## src/rtl/connect4_pkg.sv

```systemverilog
// Shared Connect 4 definitions: piece codes, board size, scan directions and scanner states.
package connect4_pkg;

  localparam int unsigned ROWS = 6;
  localparam int unsigned COLS = 7;

  localparam logic [1:0] EMPTY = 2'b00;
  localparam logic [1:0] P1    = 2'b01;
  localparam logic [1:0] P2    = 2'b10;

  typedef struct packed {
    logic signed [3:0] drow;
    logic signed [3:0] dcol;
  } delta_t;

  localparam delta_t DELTA_HORZ    = '{drow: 4'sd0,  dcol: 4'sd1};
  localparam delta_t DELTA_VERT    = '{drow: 4'sd1,  dcol: 4'sd0};
  localparam delta_t DELTA_DIAG_DN = '{drow: 4'sd1,  dcol: 4'sd1};
  localparam delta_t DELTA_DIAG_UP = '{drow: -4'sd1, dcol: 4'sd1};

  typedef enum logic [2:0] {
    StIdle,
    StDir,
    StIssue,
    StCmp,
    StDone
  } scan_state_e;

  function automatic delta_t dir_delta(input logic [1:0] dir);
    case (dir)
      2'd0:    return DELTA_HORZ;
      2'd1:    return DELTA_VERT;
      2'd2:    return DELTA_DIAG_DN;
      default: return DELTA_DIAG_UP;
    endcase
  endfunction

endpackage

```

## src/rtl/win_addr_calc.sv

```systemverilog
// Combinational target-cell calculator: origin + sign*step*delta, bounds check and flat address.
module win_addr_calc #(
  parameter int unsigned ROWS = 6,
  parameter int unsigned COLS = 7
) (
  input  logic [2:0]        org_row,
  input  logic [2:0]        org_col,
  input  logic [1:0]        dir,
  input  logic              sign,
  input  logic [1:0]        step,
  output logic signed [3:0] tgt_row,
  output logic signed [3:0] tgt_col,
  output logic              in_bounds,
  output logic [5:0]        rd_addr
);
  import connect4_pkg::*;

  localparam logic signed [3:0] RowLim = 4'(ROWS);
  localparam logic signed [3:0] ColLim = 4'(COLS);
  localparam logic [5:0]        ColsW  = 6'(COLS);

  delta_t            delta;
  logic signed [3:0] step_s;
  logic signed [3:0] off_row;
  logic signed [3:0] off_col;

  // Step only reaches 3 after in-bounds steps 1 and 2, so 4-bit targets never wrap into range.
  always_comb begin
    delta   = dir_delta(dir);
    step_s  = $signed({2'b00, step});
    off_row = step_s * delta.drow;
    off_col = step_s * delta.dcol;
    if (sign) begin
      off_row = -off_row;
      off_col = -off_col;
    end
    tgt_row   = $signed({1'b0, org_row}) + off_row;
    tgt_col   = $signed({1'b0, org_col}) + off_col;
    in_bounds = (tgt_row >= 4'sd0) && (tgt_row < RowLim) &&
                (tgt_col >= 4'sd0) && (tgt_col < ColLim);
  end

  assign rd_addr = ({3'b000, tgt_row[2:0]} * ColsW) + {3'b000, tgt_col[2:0]};

endmodule

```

## src/rtl/win_scanner.sv

```systemverilog
// Four-in-a-row detector: walks the board around the placed piece via a single-port read
// interface and reports win/done to the game FSM.
module win_scanner #(
  parameter int unsigned ROWS = 6,
  parameter int unsigned COLS = 7
) (
  input  logic       CLOCK_50,
  input  logic       Reset,
  input  logic       start,
  input  logic [2:0] row,
  input  logic [2:0] col,
  input  logic [1:0] player,
  output logic       rd_en,
  output logic [5:0] rd_addr,
  input  logic [1:0] rd_data,
  output logic       busy,
  output logic       done,
  output logic       win,
  output logic [1:0] win_dir
);
  import connect4_pkg::*;

  localparam logic [3:0] RowsW = 4'(ROWS);
  localparam logic [3:0] ColsW = 4'(COLS);

  scan_state_e state_q, state_d;
  logic [2:0]  org_row_q, org_row_d;
  logic [2:0]  org_col_q, org_col_d;
  logic [1:0]  player_q, player_d;
  logic [1:0]  dir_q, dir_d;
  logic        sign_q, sign_d;
  logic [1:0]  step_q, step_d;
  logic [2:0]  count_q, count_d;
  logic        win_q, win_d;
  logic [1:0]  win_dir_q, win_dir_d;

  logic              start_ok;
  logic              in_bounds;
  logic [5:0]        calc_addr;
  logic signed [3:0] tgt_row;
  logic signed [3:0] tgt_col;
  logic              leg_end;
  logic              match;
  logic [2:0]        count_inc;

  win_addr_calc #(
    .ROWS (ROWS),
    .COLS (COLS)
  ) u_addr_calc (
    .org_row   (org_row_q),
    .org_col   (org_col_q),
    .dir       (dir_q),
    .sign      (sign_q),
    .step      (step_q),
    .tgt_row   (tgt_row),
    .tgt_col   (tgt_col),
    .in_bounds (in_bounds),
    .rd_addr   (calc_addr)
  );

  // Target coordinates are only needed through the bounds flag and address.
  logic unused_tgt;
  assign unused_tgt = ^{tgt_row, tgt_col};

  assign start_ok = ({1'b0, row} < RowsW) && ({1'b0, col} < ColsW) &&
                    ((player == P1) || (player == P2));

  always_ff @(posedge CLOCK_50) begin
    if (Reset) begin
      state_q   <= StIdle;
      org_row_q <= '0;
      org_col_q <= '0;
      player_q  <= '0;
      dir_q     <= '0;
      sign_q    <= 1'b0;
      step_q    <= '0;
      count_q   <= '0;
      win_q     <= 1'b0;
      win_dir_q <= '0;
    end else begin
      state_q   <= state_d;
      org_row_q <= org_row_d;
      org_col_q <= org_col_d;
      player_q  <= player_d;
      dir_q     <= dir_d;
      sign_q    <= sign_d;
      step_q    <= step_d;
      count_q   <= count_d;
      win_q     <= win_d;
      win_dir_q <= win_dir_d;
    end
  end

  always_comb begin
    state_d   = state_q;
    org_row_d = org_row_q;
    org_col_d = org_col_q;
    player_d  = player_q;
    dir_d     = dir_q;
    sign_d    = sign_q;
    step_d    = step_q;
    count_d   = count_q;
    win_d     = win_q;
    win_dir_d = win_dir_q;
    leg_end   = 1'b0;
    match     = (rd_data == player_q);
    count_inc = count_q + 3'd1;

    unique case (state_q)
      StIdle: begin
        if (start) begin
          org_row_d = row;
          org_col_d = col;
          player_d  = player;
          dir_d     = 2'd0;
          win_d     = 1'b0;
          win_dir_d = 2'd0;
          state_d   = start_ok ? StDir : StDone;
        end
      end
      StDir: begin
        count_d = 3'd1;
        sign_d  = 1'b0;
        step_d  = 2'd1;
        state_d = StIssue;
      end
      StIssue: begin
        if (in_bounds) state_d = StCmp;
        else           leg_end = 1'b1;
      end
      StCmp: begin
        if (match) count_d = count_inc;
        if (match && (count_inc == 3'd4)) begin
          win_d     = 1'b1;
          win_dir_d = dir_q;
          state_d   = StDone;
        end else if (match && (step_q != 2'd3)) begin
          step_d  = step_q + 2'd1;
          state_d = StIssue;
        end else begin
          leg_end = 1'b1;
        end
      end
      StDone:  state_d = StIdle;
      default: state_d = StIdle;
    endcase

    // A finished + leg turns around; a finished - leg moves on to the next direction.
    if (leg_end) begin
      if (!sign_q) begin
        sign_d  = 1'b1;
        step_d  = 2'd1;
        state_d = StIssue;
      end else if (dir_q != 2'd3) begin
        dir_d   = dir_q + 2'd1;
        state_d = StDir;
      end else begin
        state_d = StDone;
      end
    end
  end

  always_comb begin
    busy    = (state_q != StIdle);
    done    = (state_q == StDone);
    rd_en   = (state_q == StIssue) && in_bounds;
    rd_addr = rd_en ? calc_addr : 6'd0;
    win     = win_q;
    win_dir = win_dir_q;
  end

endmodule

```

## config.mk

```make
export PLATFORM = sky130hd
export DESIGN_NAME = win_scanner
export DESIGN_NICKNAME = d
export VERILOG_FILES = /design/src/rtl/connect4_pkg.sv /design/src/rtl/win_addr_calc.sv /design/src/rtl/win_scanner.sv
export SDC_FILE = /design/constraint.sdc
export NUM_CORES = 1
export LEC_CHECK = 0
export BUFFER_PORTS_ARGS = -buffer_cell sky130_fd_sc_hd__buf_4
export CAP_MARGIN = 10
export CORE_ASPECT_RATIO = 1.2
export CORE_MARGIN = 1.5
export CORE_UTILIZATION = 58
export CTS_CLUSTER_SIZE = 25
export DETAILED_ROUTE_END_ITERATION = 7
export PLACE_DENSITY = 0.8
export SYNTH_ARGS = -nofsm -noshare
export SYNTH_HDL_FRONTEND = slang
export SYNTH_SLANG_ARGS = --single-unit
```

## constraint.sdc

```tcl
create_clock -name CLOCK_50 -period 5.2 [get_ports CLOCK_50]
set_input_delay 0.26 -clock CLOCK_50 [delete_from_list [all_inputs] [get_ports CLOCK_50]]
set_output_delay 0.26 -clock CLOCK_50 [all_outputs]
set_load 0.01 [all_outputs]
```

==> summary.txt <==
Layout
  – Multi-input gate area: 0.00135 mm^2
  – Area Growth Syn to Fin: 12.4%
  – Post-Route Utilization: 68.9%
  – # fillers: 280
  – Nets: 291
  – Register Area: 440 um^2
  – Final Non-Filler Cells: 281
  – Fraction of layout cells with a size suffix above 1: 15.9%
  – N_diodes: 0

Route
  – Top Metal Used: met4
  – Residual DRC: 0
  – Vias per inst: 5.43
  – Met1 WL: 1.55 mm
  – Drt wl/cell: 12.2 um
  – Drt total wl: 3.44 mm
  – Initial DRC Count: 20
  – Met2 WL: 1.77 mm
  – Initial DRT Pass Iterations: 4
  – ANT nets after route: 0
  – Met3 wire len: 77 um
  – Vias: 1525

Synthesis
  – FFs w/ async S/R, synth: 0%
  – Number of synthesized flops with an enable pin: 0
  – Post-Syn Nets: 269
  – Cells after Synth: 224
  – Top cells by area in the synthesized netlist: dfxtp_1, ha_1, fa_1, nand2_1, a21oi_1
  – Register bit total from synthesis: 22
  – Netlist Area Pre-Place: 0.00189 mm^2
  – Share of the synthesized area in the top cell type: 23.3%
  – Most numerous cell in the Yosys netlist: ha_1
  – Yosys top cell by area: dfxtp_1
  – Ys flop type: dfxtp_1
  – Synth warnings: 0
  – Post-synth top cells: ha_1, nand2_1, dfxtp_1, inv_1, nor2_1
  – Distinct cells, synth: 44
  – Sequential area share after synthesis: 23.3%
  – Average size of a mapped cell: 8.43 um^2

Timing
  – Slew headroom: 73.1%
  – Final hold violation count: 0
  – Max Slew Vio Count: 0
  – Fin crit share: 94.0%
  – Final TNS setup: 0 ps
  – Unrepaired setup endpoints after global routing: false
  – Tmin final: 4890 ps
  – Worst hold slack: 188 ps
  – Achievable Freq: 205 MHz
  – Tightest Pin Transition: 401 ps
  – Final setup fails: 0
  – Skew final: 5.57 ps

Placement
  – Dpl cells: 277
  – Buffers on Ports: 24
  – Post-DP HPWL: 2.76 mm
  – Routability cong.: 0.806

Power
  – Max IR drop VDD: 204 uV
  – Pwr dens: 193 mW/mm^2
  – Total Power: 409 uW
  – P_leak: 0.00102 uW

CTS
  – Maximum clock insertion buffer count: 2
  – Clock Pin Slew Worst Setup and Hold Paths: 120 ps
  – Worst skew pair latency: 310 ps
  – CTS tree: yes
  – Setup Buffers After CTS: 0
  – CTS buffer count: 3
  – Root buffer cell: clkbuf_4
  – H-tree depth: 1
  – Clk sinks: 22

Floorplanning
  – Initial Util: 61.3%
  – IO Pins: 25
  – Row cnt: 22
  – Die height: 65.5 um
  – Die X: 55.1 um
  – Total core area: 0.00308 mm^2
  – Die Area: 0.00361 mm^2

Critical path
  – Crit path required time: 4940 ps
  – Setup crit start kind: flop
  – Worst Path Max Fanout: 6
  – Worst EP arrival: 4630 ps
  – Critical path class: reg -> out
  – Critical path endpoint category: primary output

Global routing
  – Gr usage total: 22.1%
  – Vias in the first global route: 1438
  – Grt ovf: 0
  – Pin count of the biggest net entering global routing: 24
  – Antenna violations before repair: 0
  – First-pass GRT wire length: 5.93 mm

Outcome
  – Status: completed

Job
  – Max-cap violation count: 0

Worst hold path
  – Worst Hold Class: in -> reg
==> routing by layer <==
layer,global-route usage [%],vias up
met3,2.05,5
met4,7.32,0
li1,-,801
met5,0,-
met2,40.8,24
met1,25.4,695
==> cell type report <==
cell class,count,area share [%]
Clock buffer,4,1.71
Sequential cell,22,20.7
Timing Repair Buffer,24,8.49
Tap cell,36,2.12
Inverter,20,3.54
Multi-Input combinational cell,175,63.4
==> through the flow <==
stage	setup slack (ps)	instance area [um^2]
detailed placement	490	2080
floorplan	836	1890
global placement	640	2080
global route	18.7	2120
CTS	132	2120
finish	314	2120
==> flip-flops by register name, indices dropped and copies added, names as in the netlist <==
register	cells
count_q	3
dir_q	2
org_col_q	3
org_row_q	3
player_q	2
sign_q	1
state_q	3
step_q	2
win	1
win_dir	2
==> worst paths after layout <==
check | start | depth (start not counted) | to | slack [ps]
hold reg to reg | org_row_q[0] | 2 | org_row_q[0] | 470
hold / removal | row[0] | 3 | org_row_q[0] | 190
setup / recovery | dir_q[0] | 17 | rd_addr[4] | 310
setup reg to reg | dir_q[1] | 16 | dir_q[0] | 1620
==> power breakdown <==
| group | leakage (uW) | switching (uW) | total (uW) | internal (uW) |
|---|---|---|---|---|
| Clock | 0.0000210 | 51.6 | 94.4 | 42.8 |
| Sequential | 0.000179 | 12.9 | 192 | 179 |
| Combinational | 0.000823 | 68.3 | 123 | 54.4 |
| Total | 0.00102 | 133 | 409 | 276 |
==> cells in the final DEF, fill, tap and decap left out, types with 2 or more instances in the layout <==
cell / Yosys / layout
ha_1: 26 / 26
nand2_1: 25 / 25
buf_4: 0 / 24
dfxtp_1: 22 / 22
inv_1: 20 / 20
nor2_1: 19 / 19
a21oi_1: 17 / 17
and2_1: 8 / 8
xor2_1: 8 / 7
o21ai_0: 6 / 6
fa_1: 6 / 6
nand2b_1: 5 / 5
xnor2_1: 5 / 5
a22oi_1: 5 / 5
nor3_1: 4 / 4
nor2b_1: 4 / 4
a21o_1: 4 / 4
nand3_1: 3 / 3
and3_1: 3 / 3
clkbuf_4: 0 / 3
xor2_2: 1 / 2
and2b_1: 2 / 2
a211oi_1: 2 / 2
or3_1: 2 / 2
a22o_1: 2 / 2
==> what timing repair did <==
action / 4_1_cts / 5_1_grt
setup endpoints to repair: 0 / 2
resized for setup: 0 / 1
hold buffers: 0 / 0
==> critical path, stage by stage (launching register included) <==
cell and delay, ps:
dfxtp_1 440, inv_1 80, ha_1 220, and2b_1 230, ha_1 170, ha_1 250, xnor2_1 140, ha_1 330
xor2_2 360, fa_1 500, fa_1 550, inv_1 60, ha_1 280, a21o_1 180, a21oi_1 180, xor2_1 160
nor2_1 50, buf_4 140
==> cell families after synthesis <==
family,synth area share [%]
adders and majority gates,23.6
xor gates and xnor gates,6.89
AOI/OAI and AO/OA,17.9
buffers and inverters,5.83
muxes,1.92
and+or+nand+nor,20.5
DFF,23.3
Note: power is estimated with default switching activity, not from simulation.
